--- src/rtl/rbcp_pkg.sv ---
// Shared types and helpers for the RBCP register responder.
package rbcp_pkg;

  localparam int unsigned RBCP_DW = 8;
  localparam int unsigned RBCP_AW = 32;

  typedef enum logic [1:0] {
    IDLE,
    EXT_REQ,
    EXT_WAIT,
    RESP
  } rbcp_state_e;

  typedef enum logic [1:0] {
    LOCAL,
    EXT,
    UNMAPPED
  } rbcp_dec_e;

  // Offset is formed on 33 bits so base + 2**aw may exceed 32 bits without wrap.
  function automatic logic in_window(input logic [RBCP_AW-1:0] addr,
                                     input logic [RBCP_AW-1:0] base,
                                     input int unsigned        aw);
    logic [RBCP_AW:0] span;
    logic [RBCP_AW:0] off;
    span = {{RBCP_AW{1'b0}}, 1'b1} << aw;
    off  = {1'b0, addr - base};
    return (addr >= base) && (off < span);
  endfunction

  function automatic rbcp_dec_e rbcp_decode(input logic [RBCP_AW-1:0] addr,
                                            input logic [RBCP_AW-1:0] loc_base,
                                            input int unsigned        loc_aw,
                                            input logic [RBCP_AW-1:0] ext_base,
                                            input int unsigned        ext_aw);
    if (in_window(addr, loc_base, loc_aw)) return LOCAL;
    if (in_window(addr, ext_base, ext_aw)) return EXT;
    return UNMAPPED;
  endfunction

endpackage

--- src/rtl/rbcp_regfile.sv ---
// Byte-wide local register file: offset 0 is a fixed ID byte, registered read port,
// all bytes exported as one flat vector.
module rbcp_regfile
  import rbcp_pkg::*;
#(
  parameter int unsigned          AW       = 4,
  parameter logic [RBCP_DW-1:0]   ID_VALUE = 8'hA5
) (
  input  logic                          clk,
  input  logic                          rst,
  input  logic                          wr_en,
  input  logic [AW-1:0]                 wr_addr,
  input  logic [RBCP_DW-1:0]            wr_data,
  input  logic                          rd_en,
  input  logic [AW-1:0]                 rd_addr,
  output logic [RBCP_DW-1:0]            rd_data,
  output logic [RBCP_DW*(2**AW)-1:0]    reg_out
);

  localparam int unsigned DEPTH = 2**AW;

  logic [RBCP_DW-1:0] mem_q [DEPTH];
  logic [RBCP_DW-1:0] mem_d [DEPTH];
  logic [RBCP_DW-1:0] rd_q;
  logic [RBCP_DW-1:0] rd_d;

  always_comb begin
    mem_d = mem_q;
    rd_d  = rd_q;
    if (wr_en && (wr_addr != '0)) mem_d[wr_addr] = wr_data;
    if (rd_en) rd_d = mem_q[rd_addr];
  end

  always_ff @(posedge clk) begin
    if (rst) begin
      for (int unsigned i = 0; i < DEPTH; i++) begin
        mem_q[i] <= (i == 0) ? ID_VALUE : '0;
      end
      rd_q <= '0;
    end else begin
      mem_q <= mem_d;
      rd_q  <= rd_d;
    end
  end

  always_comb begin
    reg_out = '0;
    for (int unsigned i = 0; i < DEPTH; i++) begin
      reg_out[RBCP_DW*i +: RBCP_DW] = mem_q[i];
    end
  end

  assign rd_data = rd_q;

endmodule

--- src/rtl/rbcp_reg_slave.sv ---
// SiTCP RBCP responder: local register file plus an external req/ack window
// with a bounded wait.
module rbcp_reg_slave
  import rbcp_pkg::*;
#(
  parameter logic [31:0] LOC_BASE    = 32'h0000_0000,
  parameter int unsigned LOC_AW      = 4,
  parameter logic [31:0] EXT_BASE    = 32'h0000_1000,
  parameter int unsigned EXT_AW      = 8,
  parameter logic [15:0] EXT_TIMEOUT = 16'd1000,
  parameter logic [7:0]  ID_VALUE    = 8'hA5
) (
  input  logic                        CLK,
  input  logic                        RST,
  input  logic                        RBCP_ACT,
  input  logic [31:0]                 RBCP_ADDR,
  input  logic                        RBCP_WE,
  input  logic [7:0]                  RBCP_WD,
  input  logic                        RBCP_RE,
  output logic                        RBCP_ACK,
  output logic [7:0]                  RBCP_RD,
  output logic [8*(2**LOC_AW)-1:0]    REG_OUT,
  output logic [EXT_AW-1:0]           EXT_ADDR,
  output logic                        EXT_WE,
  output logic                        EXT_RE,
  output logic [7:0]                  EXT_WD,
  input  logic                        EXT_ACK,
  input  logic [7:0]                  EXT_RD,
  output logic                        TIMEOUT_ERR
);

  rbcp_state_e state_q, state_d;
  logic [15:0] cnt_q, cnt_d;
  logic        ack_q, ack_d;
  logic        ext_we_q, ext_we_d;
  logic        ext_re_q, ext_re_d;
  logic [EXT_AW-1:0] ext_addr_q, ext_addr_d;
  logic [7:0]  ext_wd_q, ext_wd_d;
  logic        is_rd_q, is_rd_d;
  logic [7:0]  ext_rd_q, ext_rd_d;
  logic        rd_sel_q, rd_sel_d;
  logic        tmo_q, tmo_d;

  logic        we_s, re_s;
  rbcp_dec_e   dec;
  logic [LOC_AW-1:0] loc_off;
  logic [EXT_AW-1:0] ext_off;
  logic        rf_we, rf_re;
  logic [7:0]  loc_rd;

  // Write wins over a simultaneous read.
  assign we_s    = RBCP_ACT & RBCP_WE;
  assign re_s    = RBCP_ACT & RBCP_RE & ~RBCP_WE;
  assign dec     = rbcp_decode(RBCP_ADDR, LOC_BASE, LOC_AW, EXT_BASE, EXT_AW);
  assign loc_off = LOC_AW'(RBCP_ADDR - LOC_BASE);
  assign ext_off = EXT_AW'(RBCP_ADDR - EXT_BASE);

  rbcp_regfile #(
    .AW       (LOC_AW),
    .ID_VALUE (ID_VALUE)
  ) u_regfile (
    .clk     (CLK),
    .rst     (RST),
    .wr_en   (rf_we),
    .wr_addr (loc_off),
    .wr_data (RBCP_WD),
    .rd_en   (rf_re),
    .rd_addr (loc_off),
    .rd_data (loc_rd),
    .reg_out (REG_OUT)
  );

  always_comb begin
    state_d    = state_q;
    cnt_d      = cnt_q;
    ack_d      = 1'b0;
    ext_we_d   = 1'b0;
    ext_re_d   = 1'b0;
    ext_addr_d = ext_addr_q;
    ext_wd_d   = ext_wd_q;
    is_rd_d    = is_rd_q;
    ext_rd_d   = ext_rd_q;
    rd_sel_d   = rd_sel_q;
    tmo_d      = 1'b0;
    rf_we      = 1'b0;
    rf_re      = 1'b0;

    case (state_q)
      IDLE: begin
        if (we_s || re_s) begin
          case (dec)
            LOCAL: begin
              rf_we   = we_s;
              rf_re   = re_s;
              if (re_s) rd_sel_d = 1'b0;
              ack_d   = 1'b1;
              state_d = RESP;
            end
            EXT: begin
              ext_addr_d = ext_off;
              ext_wd_d   = RBCP_WD;
              ext_we_d   = we_s;
              ext_re_d   = re_s;
              is_rd_d    = re_s;
              cnt_d      = '0;
              state_d    = EXT_REQ;
            end
            default: ;
          endcase
        end
      end
      // EXT_REQ is the strobe cycle; it waits exactly like EXT_WAIT so the
      // timeout count includes it.
      EXT_REQ, EXT_WAIT: begin
        if (!RBCP_ACT) begin
          state_d = IDLE;
        end else if (EXT_ACK) begin
          ext_rd_d = is_rd_q ? EXT_RD : '0;
          rd_sel_d = 1'b1;
          ack_d    = 1'b1;
          state_d  = RESP;
        end else if (cnt_q == EXT_TIMEOUT - 16'd1) begin
          tmo_d   = 1'b1;
          state_d = IDLE;
        end else begin
          cnt_d   = cnt_q + 16'd1;
          state_d = EXT_WAIT;
        end
      end
      RESP:    state_d = IDLE;
      default: state_d = IDLE;
    endcase
  end

  always_ff @(posedge CLK) begin
    if (RST) begin
      state_q    <= IDLE;
      cnt_q      <= '0;
      ack_q      <= 1'b0;
      ext_we_q   <= 1'b0;
      ext_re_q   <= 1'b0;
      ext_addr_q <= '0;
      ext_wd_q   <= '0;
      is_rd_q    <= 1'b0;
      ext_rd_q   <= '0;
      rd_sel_q   <= 1'b1;
      tmo_q      <= 1'b0;
    end else begin
      state_q    <= state_d;
      cnt_q      <= cnt_d;
      ack_q      <= ack_d;
      ext_we_q   <= ext_we_d;
      ext_re_q   <= ext_re_d;
      ext_addr_q <= ext_addr_d;
      ext_wd_q   <= ext_wd_d;
      is_rd_q    <= is_rd_d;
      ext_rd_q   <= ext_rd_d;
      rd_sel_q   <= rd_sel_d;
      tmo_q      <= tmo_d;
    end
  end

  assign RBCP_ACK    = ack_q;
  assign RBCP_RD     = rd_sel_q ? ext_rd_q : loc_rd;
  assign EXT_WE      = ext_we_q;
  assign EXT_RE      = ext_re_q;
  assign EXT_ADDR    = ext_addr_q;
  assign EXT_WD      = ext_wd_q;
  assign TIMEOUT_ERR = tmo_q;

endmodule

--- config.mk ---
export PLATFORM = sky130hd
export DESIGN_NAME = rbcp_reg_slave
export DESIGN_NICKNAME = d
export VERILOG_FILES = /design/src/rtl/rbcp_pkg.sv /design/src/rtl/rbcp_regfile.sv /design/src/rtl/rbcp_reg_slave.sv
export SDC_FILE = /design/constraint.sdc
export NUM_CORES = 1
export LEC_CHECK = 0
export BUFFER_PORTS_ARGS = -buffer_cell sky130_fd_sc_hd__buf_2
export CAP_MARGIN = 20
export CORE_UTILIZATION = 30
export CTS_BUF_LIST = sky130_fd_sc_hd__clkbuf_8
export DETAILED_ROUTE_END_ITERATION = 16
export RECOVER_POWER = 100
export SETUP_SLACK_MARGIN = 0.02
export SYNTH_ARGS = -nofsm -noshare
export SYNTH_HDL_FRONTEND = slang
export SYNTH_SLANG_ARGS = --single-unit
--- constraint.sdc ---
create_clock -name CLK -period 2.4 [get_ports CLK]
set_input_delay 0.24 -clock CLK [delete_from_list [all_inputs] [get_ports CLK]]
set_output_delay 0.24 -clock CLK [all_outputs]
set_load 0.005 [all_outputs]
### After elaboration in Yosys (flattened, before gate mapping)

Index checks and enable logic that the tools add are counted.

| word-level totals | value |
|---|---|
| register bits after elaboration | 184 |
| input port bits | 54 |
| output and inout port bits | 156 |
| logic and storage cells | 122 |

| cells by class | value |
|---|---|
| mux-type cells | 45 |
| add/sub/neg operators | 2 |
| $lt $le $gt $ge | 6 |
| reductions and logical operators | 17 |
| eq/ne operators | 14 |
| bitwise logic cells | 10 |

Operator list:

| operator | number |
|---|---|
| $bwmux W128 | 1 |
| $mux W16 | 5 |
| $mux W8 | 5 |
| $bmux W8 S4 | 1 |
| $demux W8 S4 | 1 |
| $ge A32 B1 Y1 const B | 1 |
| $ge A32 B13 Y1 const B | 1 |
| $lt A32 B5 Y1 const B | 1 |
| $lt A32 B9 Y1 const B | 1 |
| $pmux W16 S2 | 1 |
| $sub A32 B13 Y32 const B | 1 |
| $mux W1 | 19 |
| $add A16 B1 Y16 const B | 1 |
| $eq A16 B10 Y1 const B | 1 |
| $mux W2 | 8 |
| $ne A2 B2 Y1 const B | 6 |
| $reduce_and A6 Y1 | 2 |
| $reduce_or A4 Y1 | 2 |
| $not A1 Y1 | 6 |
| $pmux W2 S3 | 1 |
| $reduce_and A3 Y1 | 2 |
| $ge A5 B5 Y1 const B | 1 |
| $lt A5 B1 Y1 const B | 1 |
| $not A4 Y5 | 1 |
| 14 further kinds | 24 |

### Longest topological paths before layout

| logic depth | value |
|---|---|
| depth after elaboration | 12 |
| mapped depth | 10 |
| mapped depth without buffers | 8 |

### Hierarchy

From an unflattened synthesis, not the netlist that was laid out.

| unflattened totals | value |
|---|---|
| cell total of the unflattened synthesis | 944 |
| area total of the unflattened synthesis | 8267.9 µm² |

Modules (own cells, without submodules):

| module | cells each | instances | seq. area each (µm²) | area an instance (µm²) |
|---|---|---|---|---|
| rbcp_regfile | 677 | 1 | 2722.6 | 5885.6 |
| rbcp_reg_slave | 267 | 1 | 960.9 | 2382.3 |

### Worst setup path after synthesis

No wires, ideal clock.

| timing | value |
|---|---|
| path kind | input to register |
| from | input RBCP_ADDR[27] |
| to | register u_regfile.mem_q (netlist bit u_regfile.reg_out[91]) |
| stages on the path | 9 |
| slack | -0.095 ns |
| arrival time | 2.367 ns |
| library setup time | 0.128 ns |
| path buffers | 2 |
| required time | 2.272 ns |
| cell sequence | nor4_1 > nand3b_1 > or4_1 > buf_2 > nor4_4 > and3_1 > buf_4 > mux2i_1 > nor2_1 |

| between the ends | value |
|---|---|
| longest elaborated chain between the ends | 12 |
| elaborated cells between the ends (all ways) | 18 |

RTL lines:

| what | RTL line | RTL |
|---|---|---|
| from (decl) | rbcp_reg_slave.sv:16 | `input logic [31:0] RBCP_ADDR,` |
| $sub A32 B13 Y32 | n/a |  |
| $lt A32 B9 Y1 | rbcp_pkg.sv:28 | `return (addr >= base) && (off < span);` |
| $logic_and A1 B1 Y1 | rbcp_pkg.sv:28 |  |
| $mux W1 (2 in series) | rbcp_pkg.sv:37 | `if (in_window(addr, ext_base, ext_aw)) return EXT;` |
| $mux W2 | rbcp_pkg.sv:38 | `return UNMAPPED;` |
| $mux W2 * | rbcp_pkg.sv:37 |  |
| $logic_not A2 Y1 * | rbcp_reg_slave.sv:91 | `case (dec)` |
| $mux W1 * | rbcp_reg_slave.sv:91 |  |
| $mux W1 * | rbcp_reg_slave.sv:90 | `if (we_s \|\| re_s) begin` |
| $mux W1 * | rbcp_reg_slave.sv:88 | `case (state_q)` |
| $logic_and A1 B1 Y1 * | rbcp_regfile.sv:30 | `if (wr_en && (wr_addr != '0)) mem_d[wr_addr] = wr_data;` |
| to (signal, indexed assignment) | rbcp_regfile.sv:37 | `mem_q[i] <= (i == 0) ? ID_VALUE : '0;` |
| to (signal assigned) | rbcp_regfile.sv:41 | `mem_q <= mem_d;` |
| to (decl) | rbcp_regfile.sv:22 | `logic [RBCP_DW-1:0] mem_q [DEPTH];` |

Every way passes the cells marked *; elsewhere a longest branch is shown, timed or not. The select of a mux whose other input is x is not followed.
A chain may end at the register's enable or synchronous reset.

### Final worst setup path

| timing | value |
|---|---|
| from | register cnt_q[1] |
| to | register cnt_q[7] |

| between the ends | value |
|---|---|
| longest elaborated chain between the ends | 5 |
| elaborated cells between the ends (all ways) | 8 |

RTL lines:

| what | RTL line | RTL |
|---|---|---|
| from (decl) | rbcp_reg_slave.sv:33 | `logic [15:0] cnt_q, cnt_d;` |
| from (signal assigned) | rbcp_reg_slave.sv:150 | `cnt_q <= cnt_d;` |
| $add A16 B1 Y16 | rbcp_reg_slave.sv:126 | `cnt_d = cnt_q + 16'd1;` |
| $mux W16 | rbcp_reg_slave.sv:122 | `end else if (cnt_q == EXT_TIMEOUT - 16'd1) begin` |
| $mux W16 | rbcp_reg_slave.sv:117 | `end else if (EXT_ACK) begin` |
| $mux W16 | rbcp_reg_slave.sv:115 | `if (!RBCP_ACT) begin` |
| $pmux W16 S2 | rbcp_reg_slave.sv:88 |  |

Parallel ways exist; a longest one is shown, timed or not. The select of a mux whose other input is x is not followed.

==> qor.log <==
[status] run status complete, no violations
[timing] Final setup viols 0
[clocking] later-pin clock latency in the skew report 0.48 ns
[global_route] global router's overall resource usage 19.8%
[drt] average detailed-routed wire length per instance 18.8 um
[clocking] clock-pin slew reported for the worst setup and hold paths after clock tree synthesis 0.11 ns
[synthesis] Net Count, Synth 942
[synthesis] fraction of the yosys area taken by sequential cells 44.7%
[min_path] hold endpoint EXT_ADDR[7]
[die] Die Outline Area 28100 um^2
[synthesis] Avg Inst Size Synth 9.31 um^2
[setup_path] arrival time reported for the critical path endpoint 2.75 ns
[die] initial core utilization 30.5%
[synthesis] most frequent cells after synthesis dfxtp_1 (184), nand2_1 (123), a21oi_1 (93), nor2_1 (82), mux2i_1 (74)
[clocking] number of buffers on the longest clock path 2
[synthesis] flop and latch count out of synthesis 184
[setup_path] data required time at the worst endpoint 2.81 ns
[setup_path] slowest stage cell, crit path or4_4
[min_path] hold wc startpoint RBCP_ADDR[7]
[place] DP Wirelength 19700 um
[power_and_ir_drop] Power per Cell Area 553 nW/um^2
[timing] setup slack of the critical path after layout 0.0604 ns
[timing] maximum achievable frequency 427 MHz
[power_and_ir_drop] part of the power in combinational logic 8.4%
[timing] Final Hold Violating Endpoints 0
[die] die height 168 um
[timing] setup repair after global routing missed its margin true
[layout] number of filler instances in the final layout 2764
[drt] vias after detailed routing 7547
[setup_path] register-to-register path setup slack 0.06 ns
[global_route] number of antenna violations at the first check in global routing 0
[setup_path] critical path fanouts, max 5
[place] global placement routability congestion 0.877
[drt] first-pass iteration count of the detailed router 5
[min_path] worst hold path depth 3
[drt] via/cell ratio 5.12
[synthesis] share of synthesized flip-flops with an asynchronous set or reset 0%
[setup_path] endpoint class of the critical path flip-flop
[clocking] clock tree root buffer cell clkbuf_8
[timing] worst hold slack after final layout 0.0389 ns
[timing] number of max-slew violations in the final report 0
[power_and_ir_drop] internal cell power 4.17 mW
[setup_path] kind of critical path reg -> reg
[drt] final antenna-violating net count 0
[synthesis] commonest register cell after synthesis dfxtp_1
[synthesis] EDFF count, synth 0
[global_route] pin count of the biggest net entering global routing 122
[setup_path] dominant cell type by count on the critical path buf_6
[timing] worst setup skew after layout 0.0302 ns
[power_and_ir_drop] leak pwr 4.14 nW
[setup_path] ordered list of cells on the worst path ha_4 > nand3b_1 > nor4_4 > o31a_1 > nor3_2 > a31oi_2 > buf_6 > buf_6 > or4_4 > a21oi_2
[setup_path] stage delay of the slowest cell on the critical path 0.47 ns
[drt] total detailed-routing wirelength 27800 um
[power_and_ir_drop] VDD IR max 0.381 mV
[die] area of the placeable core 27000 um^2
[layout] NumNets Final 1178
[synthesis] Yosys warning total 0
[die] Ports 210
[setup_path] kind of cell adding the most delay to the critical path simple AND/OR/NAND/NOR gates
[timing] post-route fraction of the period consumed by the critical path 97.5%
[place] buffers added on ports 209
[layout] proportion of layout cells with a drive suffix above 1 29.7%
[power_and_ir_drop] switching power 1.72 mW
[layout] Multi-input gate area 4350 um^2
[setup_path] Critical path buffers and inverters 2
[layout] sequential cell area 3690 um^2
[global_route] global-route wire length before repair 42500 um
[setup_path] critical register-to-register path endpoint cnt_q[7]
[synthesis] number of standard cells after synthesis 884
[layout] count of antenna diodes in the layout 0
[synthesis] Yosys top cell area share 44.7%
[min_path] kind of path behind the tightest hold check in -> reg
[flow_run] # Max-Cap Violations 0
[setup_path] nature of the critical path startpoint flip-flop
[setup_path] number of cell instances on the worst register-to-register path 10
[place] worst setup slack after placement -0.358 ns
[synthesis] most common cell in the synthesized netlist dfxtp_1
[power_and_ir_drop] clock network power share 39.5%
[global_route] number of global-route vias before repair 7286
[clocking] H-Tree Depth 4
[clocking] number of buffers created by CTS 17
[timing] min Tclk post-route 2.34 ns
[drt] drt initial violations 617
[synthesis] largest cells by area after synthesis dfxtp_1 (45%), mux4_2 (11%), mux2i_1 (9.0%), a21oi_1 (5.7%), nand2_1 (5.6%)
[timing] transition time of the tightest slew-check pin 0.919 ns
[power_and_ir_drop] sequential group share of total power 52.1%
[synthesis] post-synth top area cell dfxtp_1
[drt] DRC Markers 0
[layout] P&R area growth vs syn 29.4%
[die] horizontal die dimension 168 um
[timing] worst slew margin relative to its limit 38.6%
[synthesis] Synth Cell Area 8230 um^2
[die] number of core rows 60
[power_and_ir_drop] switching fraction of total power 29.2%
[layout] final core utilization 39.5%
[global_route] total overflow reported by the global router 0
[synthesis] Synth cell types 48
[clocking] TritonCTS clock tree done
[clocking] Clock Sink Count 184
[setup_path] origin of the critical flop-to-flop path cnt_q[1]
==> through the flow <==
stage	area [um^2]	setup TNS, ns	std cells	power, mW
global placement	10100	-26.45	1428	3.59
finish	10700	0	1474	5.89
floorplan	8280	-0.576	884	3.39
detailed placement	10100	-28.78	1428	3.60
global route	10700	-0.269	1474	6.12
CTS	10600	0	1467	5.93
==> layout make-up <==
class	count	area share [%]
clock buffers	17	2.20
clock inverters	15	2.00
inverters	9	0.317
multi-input cells	616	40.8
flip-flops and latches	184	34.7
well taps	341	4.00
repair buffers	292	16.0
==> kinds of logic after synthesis <==
kind of cell               after synthesis  synth area share (%)
AOI/OAI and AO/OA                      137                  9.09
xor gates and xnor gates                 1                 0.106
adders and majority gates                4                 0.608
buffers and inverters                   84                  4.01
DFF                                    184                  44.7
muxes                                  122                  21.0
and+or+nand+nor                        352                  20.4
==> layer usage <==
metal	global-route usage, %	share of wire [%]	vias to the layer above
met5	0	0	-
met4	6.58	2.3	0
met3	5.84	7.7	38
met2	32.0	47	315
met1	25.2	43	3582
li1	-	-	3612
==> cell usage in the layout (no fill, tap or decap), drive strengths merged, types with 2 or more instances in the layout <==
| cell | n |
|---|---|
| nor4 | 12 |
| a211oi | 2 |
| nor2b | 7 |
| nand2 | 123 |
| nor3b | 3 |
| or4 | 9 |
| and3 | 7 |
| or2 | 6 |
| and2 | 3 |
| dfxtp | 184 |
| o31a | 2 |
| ha | 4 |
| nor3 | 8 |
| or3 | 11 |
| clkinv | 6 |
| nand3b | 2 |
| nand4 | 4 |
| inv | 17 |
| a31oi | 4 |
| clkbuf | 93 |
| o21ai | 24 |
| o31ai | 6 |
| mux2 | 8 |
| nand3 | 67 |
| a21oi | 93 |
| and4 | 3 |
| buf | 215 |
| nor2 | 83 |
| nand2b | 3 |
| mux4 | 40 |
| mux2i | 74 |
==> sequential cells by signal (all words and copies together) (netlist names), 2 cells and up <==
| register | flops |
|---|---|
| state_q | 2 |
| u_regfile.reg_out | 128 |
| u_regfile.rd_data | 8 |
| EXT_WD | 8 |
| cnt_q | 16 |
| EXT_ADDR | 8 |
| ext_rd_q | 8 |
==> worst reg2reg max path: stages, from the launching register on <==
cell	delay (ns)
dfxtp_4	0.38
ha_4	0.16
nand3b_1	0.12
nor4_4	0.07
o31a_1	0.33
nor3_2	0.22
a31oi_2	0.14
buf_6	0.16
buf_6	0.12
or4_4	0.47
a21oi_2	0.12
==> power groups by stage <==
stage	registers, mW	logic (mW)	clock network [mW]
finish	3.07	0.495	2.33
global route	3.07	0.533	2.51
CTS	3.07	0.475	2.39
detailed placement	3.14	0.462	0
global placement	3.14	0.459	0
floorplan	3.13	0.260	0
==> how the worst max path moves through the flow <==
stage	end	from	depth (start not counted)
2_1_floorplan	u_regfile.reg_out[91]	RBCP_ADDR[27]	9
3_3_place_gp	u_regfile.reg_out[78]	RBCP_ADDR[31]	10
3_5_place_dp	u_regfile.reg_out[119]	RBCP_ADDR[14]	12
4_1_cts	cnt_q[11]	cnt_q[4]	9
5_1_grt	u_regfile.reg_out[14]	state_q[0]	11
6_report	cnt_q[7]	cnt_q[1]	10
==> what timing repair did <==
action                                 4_1_cts  5_1_grt
pin swaps                                    2        8
setup endpoints to repair                   75      115
gates resized for setup                      7       33
endpoints found under the hold margin        1        0
hold buffers                                 1        0
buffers inserted                             4        7
gates cloned                                 2        0
Power figures use the tool's default switching activity.
